$ cat src/rtl/aer_pkg.sv
// Shared definitions for the AER receive controller: FSM states, default
// parameters and event-word field layout.
package aer_pkg;

  localparam int unsigned FIFO_DEPTH_DEF = 8;
  localparam int unsigned SETTLE_DEF     = 2;
  localparam int unsigned TS_W_DEF       = 8;

  localparam int unsigned ADDR_W    = 4;
  localparam int unsigned ADDRY_LSB = 0;
  localparam int unsigned ADDRX_LSB = ADDRY_LSB + ADDR_W;
  localparam int unsigned TS_LSB    = ADDRX_LSB + ADDR_W;

  typedef enum logic [2:0] {
    ST_IDLE,
    ST_SETTLE,
    ST_WAIT_SPACE,
    ST_ACK_HI,
    ST_ACK_LO
  } rx_state_t;

endpackage

$ cat src/rtl/aer_rx_ctrl_if.sv
// AER handshake plus event-stream bundle; slave is the receiver side.
interface aer_rx_ctrl_if #(
  parameter int unsigned TS_W       = 8,
  parameter int unsigned FIFO_DEPTH = 8
);
  logic                          REQ;
  logic [3:0]                    ADDRY;
  logic [3:0]                    ADDRX;
  logic                          ACK;
  logic                          AER_DIS;
  logic                          EVT_VALID;
  logic                          EVT_READY;
  logic [TS_W+7:0]               EVT_DATA;
  logic [$clog2(FIFO_DEPTH):0]   LEVEL;

  modport slave (
    input  REQ, ADDRY, ADDRX, EVT_READY,
    output ACK, AER_DIS, EVT_VALID, EVT_DATA, LEVEL
  );

  modport master (
    output REQ, ADDRY, ADDRX, EVT_READY,
    input  ACK, AER_DIS, EVT_VALID, EVT_DATA, LEVEL
  );
endinterface

$ cat src/rtl/aer_evt_fifo.sv
// Synchronous first-word-fall-through event FIFO with occupancy output.
module aer_evt_fifo #(
  parameter int unsigned DEPTH = 8,
  parameter int unsigned W     = 16
) (
  input  logic                     clk,
  input  logic                     rst,
  input  logic                     push,
  input  logic [W-1:0]             push_data,
  output logic                     valid,
  output logic [W-1:0]             data,
  input  logic                     ready,
  output logic [$clog2(DEPTH):0]   level
);
  localparam int unsigned AW = $clog2(DEPTH);
  localparam int unsigned LW = AW + 1;

  logic [W-1:0]  mem [DEPTH];
  logic [AW-1:0] wr_ptr;
  logic [AW-1:0] rd_ptr;
  logic          pop;
  logic          full;
  logic          wr_en;

  assign valid = (level != '0);
  assign data  = mem[rd_ptr];
  assign pop   = valid & ready;
  assign full  = (level == LW'(DEPTH));
  // A pop in the same cycle frees the slot, so a push into a full FIFO is legal then.
  assign wr_en = push & (~full | pop);

  always_ff @(posedge clk) begin
    if (wr_en) mem[wr_ptr] <= push_data;
  end

  always_ff @(posedge clk) begin
    if (rst) begin
      wr_ptr <= '0;
      rd_ptr <= '0;
      level  <= '0;
    end else begin
      if (wr_en) wr_ptr <= wr_ptr + AW'(1);
      if (pop)   rd_ptr <= rd_ptr + AW'(1);
      level <= level + LW'(wr_en) - LW'(pop);
    end
  end

endmodule

$ cat src/rtl/aer_rx_ctrl.sv
// AER 4-phase receiver: synchronizes REQ, lets the address bus settle,
// timestamps and queues events, and applies backpressure via ACK and AER_DIS.
module aer_rx_ctrl
  import aer_pkg::*;
#(
  parameter int unsigned FIFO_DEPTH = FIFO_DEPTH_DEF,
  parameter int unsigned SETTLE     = SETTLE_DEF,
  parameter int unsigned TS_W       = TS_W_DEF
) (
  input  logic          CLK,
  input  logic          RST,
  input  logic          EN,
  aer_rx_ctrl_if.slave  aer
);
  localparam int unsigned LW = $clog2(FIFO_DEPTH) + 1;
  localparam int unsigned EW = TS_W + 2 * ADDR_W;
  localparam int unsigned CW = 4;

  rx_state_t       state;
  logic            req_meta;
  logic            req_s;
  logic [CW-1:0]   settle_cnt;
  logic [TS_W-1:0] ts_cnt;
  logic [TS_W-1:0] ts_lat;
  logic            ack_q;
  logic            aer_dis_q;

  logic            fifo_valid;
  logic [LW-1:0]   level;
  logic [LW-1:0]   level_nxt;
  logic            pop;
  logic            full;
  logic            can_push;
  logic            push;
  logic [EW-1:0]   push_data;

  assign pop       = fifo_valid & aer.EVT_READY;
  assign full      = (level == LW'(FIFO_DEPTH));
  assign can_push  = ~full | pop;
  assign push      = can_push & ((state == ST_SETTLE && settle_cnt == '0) ||
                                 (state == ST_WAIT_SPACE));
  assign push_data = {ts_lat, aer.ADDRX, aer.ADDRY};
  assign level_nxt = level + LW'(push) - LW'(pop);

  always_ff @(posedge CLK) begin
    if (RST) begin
      req_meta   <= 1'b0;
      req_s      <= 1'b0;
      ts_cnt     <= '0;
      ts_lat     <= '0;
      settle_cnt <= '0;
      ack_q      <= 1'b0;
      aer_dis_q  <= 1'b1;
      state      <= ST_IDLE;
    end else begin
      req_meta  <= aer.REQ;
      req_s     <= req_meta;
      ts_cnt    <= ts_cnt + TS_W'(1);
      aer_dis_q <= (level_nxt >= LW'(FIFO_DEPTH - 1)) | ~EN;
      unique case (state)
        ST_IDLE: begin
          if (req_s && EN) begin
            state      <= ST_SETTLE;
            settle_cnt <= CW'(SETTLE - 1);
            ts_lat     <= ts_cnt;
          end
        end
        ST_SETTLE: begin
          if (settle_cnt == '0) begin
            if (can_push) begin
              state <= ST_ACK_HI;
              ack_q <= 1'b1;
            end else begin
              state <= ST_WAIT_SPACE;
            end
          end else begin
            settle_cnt <= settle_cnt - CW'(1);
          end
        end
        ST_WAIT_SPACE: begin
          if (can_push) begin
            state <= ST_ACK_HI;
            ack_q <= 1'b1;
          end
        end
        ST_ACK_HI: begin
          if (!req_s) begin
            state <= ST_ACK_LO;
            ack_q <= 1'b0;
          end
        end
        ST_ACK_LO: state <= ST_IDLE;
        default:   state <= ST_IDLE;
      endcase
    end
  end

  // Gating with req_s releases ACK as soon as the synchronized REQ falls,
  // one cycle ahead of the registered ACK_HI->ACK_LO transition.
  assign aer.ACK     = ack_q & req_s;
  assign aer.AER_DIS = aer_dis_q;
  assign aer.EVT_VALID = fifo_valid;

  aer_evt_fifo #(
    .DEPTH (FIFO_DEPTH),
    .W     (EW)
  ) u_fifo (
    .clk       (CLK),
    .rst       (RST),
    .push      (push),
    .push_data (push_data),
    .valid     (fifo_valid),
    .data      (aer.EVT_DATA),
    .ready     (aer.EVT_READY),
    .level     (level)
  );

  assign aer.LEVEL = level;

endmodule
$ cat src/flat_wrapper.sv
// flat-port wrapper written by rule: the top's interface ports become plain ports
module aer_rx_ctrl_flat import aer_pkg::*;
#(
  parameter int unsigned FIFO_DEPTH = FIFO_DEPTH_DEF,
  parameter int unsigned SETTLE     = SETTLE_DEF,
  parameter int unsigned TS_W       = TS_W_DEF
)
  (CLK, RST, EN, aer_REQ, aer_ADDRY, aer_ADDRX, aer_EVT_READY, aer_ACK, aer_AER_DIS, aer_EVT_VALID, aer_EVT_DATA, aer_LEVEL);
  aer_rx_ctrl_if #(.TS_W(TS_W), .FIFO_DEPTH(FIFO_DEPTH)) aer_i ();
  input  logic CLK;
  input  logic RST;
  input  logic EN;
  input wire logic [$bits(aer_i.REQ)-1:0] aer_REQ;
  input wire logic [$bits(aer_i.ADDRY)-1:0] aer_ADDRY;
  input wire logic [$bits(aer_i.ADDRX)-1:0] aer_ADDRX;
  input wire logic [$bits(aer_i.EVT_READY)-1:0] aer_EVT_READY;
  output wire logic [$bits(aer_i.ACK)-1:0] aer_ACK;
  output wire logic [$bits(aer_i.AER_DIS)-1:0] aer_AER_DIS;
  output wire logic [$bits(aer_i.EVT_VALID)-1:0] aer_EVT_VALID;
  output wire logic [$bits(aer_i.EVT_DATA)-1:0] aer_EVT_DATA;
  output wire logic [$bits(aer_i.LEVEL)-1:0] aer_LEVEL;
  assign aer_i.REQ = aer_REQ;
  assign aer_i.ADDRY = aer_ADDRY;
  assign aer_i.ADDRX = aer_ADDRX;
  assign aer_i.EVT_READY = aer_EVT_READY;
  assign aer_ACK = aer_i.ACK;
  assign aer_AER_DIS = aer_i.AER_DIS;
  assign aer_EVT_VALID = aer_i.EVT_VALID;
  assign aer_EVT_DATA = aer_i.EVT_DATA;
  assign aer_LEVEL = aer_i.LEVEL;
  aer_rx_ctrl #(.FIFO_DEPTH(FIFO_DEPTH), .SETTLE(SETTLE), .TS_W(TS_W)) u_core (.CLK(CLK), .RST(RST), .EN(EN), .aer(aer_i));
endmodule
$ cat config.mk
export PLATFORM = sky130hd
export DESIGN_NAME = aer_rx_ctrl_flat
export DESIGN_NICKNAME = d
export VERILOG_FILES = /design/src/rtl/aer_pkg.sv /design/src/rtl/aer_rx_ctrl_if.sv /design/src/rtl/aer_evt_fifo.sv /design/src/rtl/aer_rx_ctrl.sv /design/src/flat_wrapper.sv
export SDC_FILE = /design/constraint.sdc
export NUM_CORES = 1
export LEC_CHECK = 0
export ABC_AREA = 0
export BUFFER_PORTS_ARGS = -buffer_cell sky130_fd_sc_hd__buf_2
export CELL_PAD_IN_SITES_DETAIL_PLACEMENT = 1
export CELL_PAD_IN_SITES_GLOBAL_PLACEMENT = 1
export CORE_MARGIN = 1.5
export CORE_UTILIZATION = 47
export CTS_CLUSTER_SIZE = 24
export DETAILED_ROUTE_END_ITERATION = 7
export PLACE_DENSITY = 0.75
export SLEW_MARGIN = 20
export SYNTH_ARGS = -nofsm -noshare
export SYNTH_HDL_FRONTEND = slang
export SYNTH_SLANG_ARGS = --single-unit
$ cat constraint.sdc
create_clock -name CLK -period 3.6 [get_ports CLK]
set_clock_uncertainty 0.05 [all_clocks]
set_input_delay 0.72 -clock CLK [delete_from_list [all_inputs] [get_ports CLK]]
set_output_delay 0.72 -clock CLK [all_outputs]
set_load 0.02 [all_outputs]
==> impl_metrics.ini <==
[clocking]
cts_hold_repair.buffers = 0
cts_tree = built
cts_buffers = 17
cts-root-buf = sky130_fd_sc_hd__clkbuf_16
post_cts_setup_buffers = 0
cts.reportedPaths.clkPinSlew_ns = 0.06
ctsLongestPathBuffers = 2
cts.htree.levels = 4
cts_repair_resize_count = 0
tritoncts_num_sinks = 168
clkLatencyLatePin_ns = 0.42

[critical_path]
cp_data_required_time_ns = 3.89
cp_cell_sequence = inv_1, ha_1, and2b_2, a31oi_2, or2_1, ha_1, inv_1, ha_1, inv_1, fa_1, nand2b_1, o2111ai_1
critical_path.max_stage_delay_ns = 0.45
worstSetupStartpointType = flop
capturing_element_type_of_the_critical_path = flop
worst_ep_arrival_time_ns = 3.14
cp_max_fo = 7
worst-setup-path-type = reg2reg
timing.critical_path.slowest_stage_cell = sky130_fd_sc_hd__fa_1

[yosys]
yosysWarningCount = 0
synth_net_count = 400
yosys_register_bits = 168
synthesis.area_sq_um = 6630
number_of_synthesized_flops_with_an_enable_pin = 128
synth_flop_cell = sky130_fd_sc_hd__edfxtp_1
ys_seq_area_frac = 0.700
synthesis.area_per_instance_sq_um = 17.6
async_sr_flop_fraction = 0
instance_count_of_the_mapped_netlist = 376
netlist-cell-type-count = 52

[global_routing]
grt_max_degree = 38
first_global_vias = 3666
global_route.usage.total = 0.193
globalRoute.totalOverflow = 0
grt_pass1_wl_um = 20300
grt_antenna_before_repair = 0

[timing]
timing_worst_slew_pin_value_ns = 0.729
tns_ns = 0
slew-limit-headroom = 0.514
setup_viol = 0
post-route-worst-setup-slack_ns = 0.750
achievable-frequency_mhz = 351
finalCriticalPeriod_ns = 2.85
fin_max_slew_vios = 0
grt_setup_unrepaired = false
hold_slack_ns = 0.395
hold_viol_final = 0
final_min_period_over_clock_period = 0.792

[finish]
design.final.nets = 452
drive_gt1_frac = 0.322
layout.cells.most_common_list = sky130_fd_sc_hd__edfxtp_1 (128), sky130_fd_sc_hd__dfxtp_1 (39), sky130_fd_sc_hd__buf_2 (35)
layout.filler_cells = 1265
layout_commonest_cell = sky130_fd_sc_hd__edfxtp_1
ff_latch_area_sq_um = 4650
post-route-util = 0.559
num_antenna_cells = 0
multi_input_comb_area_sq_um = 1890
area_delta_synth_final_pct = 16.6

[die]
die_w_um = 122
std_cell_rows = 43
vertical_die_dimension_um = 122
io-pin-count = 36
area_of_the_die_sq_um = 14800
start_util = 0.480
floorplan.core_area_sq_um = 13800

[placement]
dp_hpwl_um = 7940
rd_place_congestion = 0.732
placement.io_buffers = 35
pre_cts_ws_ns = 0.629

[routing]
first_pass_iters = 4
detail_route.vias_per_cell = 5.59
routed_wl_um = 13200
drt-initial-drc-count = 231
dr_total_vias = 3470
routedWlPerCell_um = 21.2
drtAntennaViolNets = 0
detail_route.drc_violations = 0

[run]
cap_violations = 0

[min_path]
holdCritPathClass = reg2reg

[pwr]
power_per_cell_area_nw_per_um2 = 736
leakagePower_nw = 2.58
irDropWorstVdd_mv = 0.419

[status]
run_status = completed
-- critical path: cells and delay by family, from the launching register on --
kind            cells  cell delay, ns
compound gates      2            0.48
fa+ha+maj           4            1.12
buf+inv             3            0.18
flops               1            0.36
simple gates        3            0.58
-- flip-flops by register name, indices dropped and copies added (netlist names), named ones only --
signal,flops
u_core.ack_q,1
u_core.aer.AER_DIS,1
u_core.req_meta,1
u_core.req_s,1
u_core.settle_cnt,4
u_core.state,3
u_core.ts_cnt,8
u_core.ts_lat,8
u_core.u_fifo.level,4
u_core.u_fifo.mem,128
u_core.u_fifo.rd_ptr,3
u_core.u_fifo.wr_ptr,3
-- layout make-up --
type	count	share of cell area
tap	180	0.0291
sequential	168	0.601
inverter	13	0.00631
clock inverter	5	0.0104
clock buffer	27	0.0706
timing repair buffer	49	0.0379
multi-input combinational	179	0.245
-- final timing paths --
path / startpoint / end / slack [ns] / cells past startpoint
max: u_core.settle_cnt[0] / u_core.aer.AER_DIS / 0.75 / 12
min: u_core.req_meta / u_core.req_s / 0.39 / 1
max reg2reg: u_core.settle_cnt[0] / u_core.aer.AER_DIS / 0.75 / 12
min reg2reg: u_core.req_meta / u_core.req_s / 0.39 / 1
-- synthesized netlist by cell type, types with 2 or more instances --
cell,n,area [sq um]
sky130_fd_sc_hd__ha_1,10,125
sky130_fd_sc_hd__dfxtp_1,40,801
sky130_fd_sc_hd__buf_1,5,18.8
sky130_fd_sc_hd__inv_1,12,45.0
sky130_fd_sc_hd__clkbuf_1,4,15.0
sky130_fd_sc_hd__nand2b_1,4,25.0
sky130_fd_sc_hd__o21ai_0,4,20.0
sky130_fd_sc_hd__nor4b_2,2,30.0
sky130_fd_sc_hd__a21oi_1,7,35.0
sky130_fd_sc_hd__nand3_1,7,35.0
sky130_fd_sc_hd__a211oi_1,2,15.0
sky130_fd_sc_hd__a31o_1,2,17.5
sky130_fd_sc_hd__nor3_1,5,25.0
sky130_fd_sc_hd__nor4_1,2,12.5
sky130_fd_sc_hd__nor2_1,25,93.8
sky130_fd_sc_hd__xor2_1,7,61.3
sky130_fd_sc_hd__or3b_1,2,17.5
sky130_fd_sc_hd__and3_1,4,25.0
sky130_fd_sc_hd__or3_1,3,18.8
sky130_fd_sc_hd__mux4_2,32,721
sky130_fd_sc_hd__buf_2,2,10.0
sky130_fd_sc_hd__buf_6,4,45.0
sky130_fd_sc_hd__mux2i_1,8,80.1
sky130_fd_sc_hd__mux2_2,16,180
sky130_fd_sc_hd__edfxtp_1,128,3840
sky130_fd_sc_hd__nand2_1,5,18.8
sky130_fd_sc_hd__xnor2_1,4,35.0
sky130_fd_sc_hd__nor2b_1,6,37.5
-- stage by stage --
stage | total power [W] | area (sq um) | std cells
floorplan | 0.00347 | 6630 | 376
finish | 0.00569 | 7730 | 621
global placement | 0.00382 | 7110 | 589
detailed placement | 0.00387 | 7110 | 589
CTS | 0.00576 | 7730 | 621
global route | 0.00593 | 7730 | 621
-- cell families after synthesis --
logic type / count (synthesis) / synth area share
flip-flops: 168 / 0.700
AND/OR/NAND/NOR: 75 / 0.0636
multiplexers: 56 / 0.148
buffers and inverters: 29 / 0.0219
AO/OA/AOI/OAI: 26 / 0.0302
XOR/XNOR: 11 / 0.0145
adder cells (fa/ha/maj): 11 / 0.0219
-- where the power goes --
group          internal, W  switching (W)
Combinational     0.000660       0.000786
Clock              0.00118       0.000705
Sequential         0.00226       0.000105
Total              0.00410        0.00160
-- routing by layer --
| layer | GRT usage | vias to the layer above | share of wire |
|---|---|---|---|
| li1 | - | 1559 | - |
| met1 | 0.236 | 1822 | 0.42 |
| met2 | 0.328 | 71 | 0.52 |
| met3 | 0.0520 | 18 | 0.036 |
| met4 | 0.0743 | 0 | 0.018 |
| met5 | 0 | - | 0 |
(Power assumes the default switching activity.)
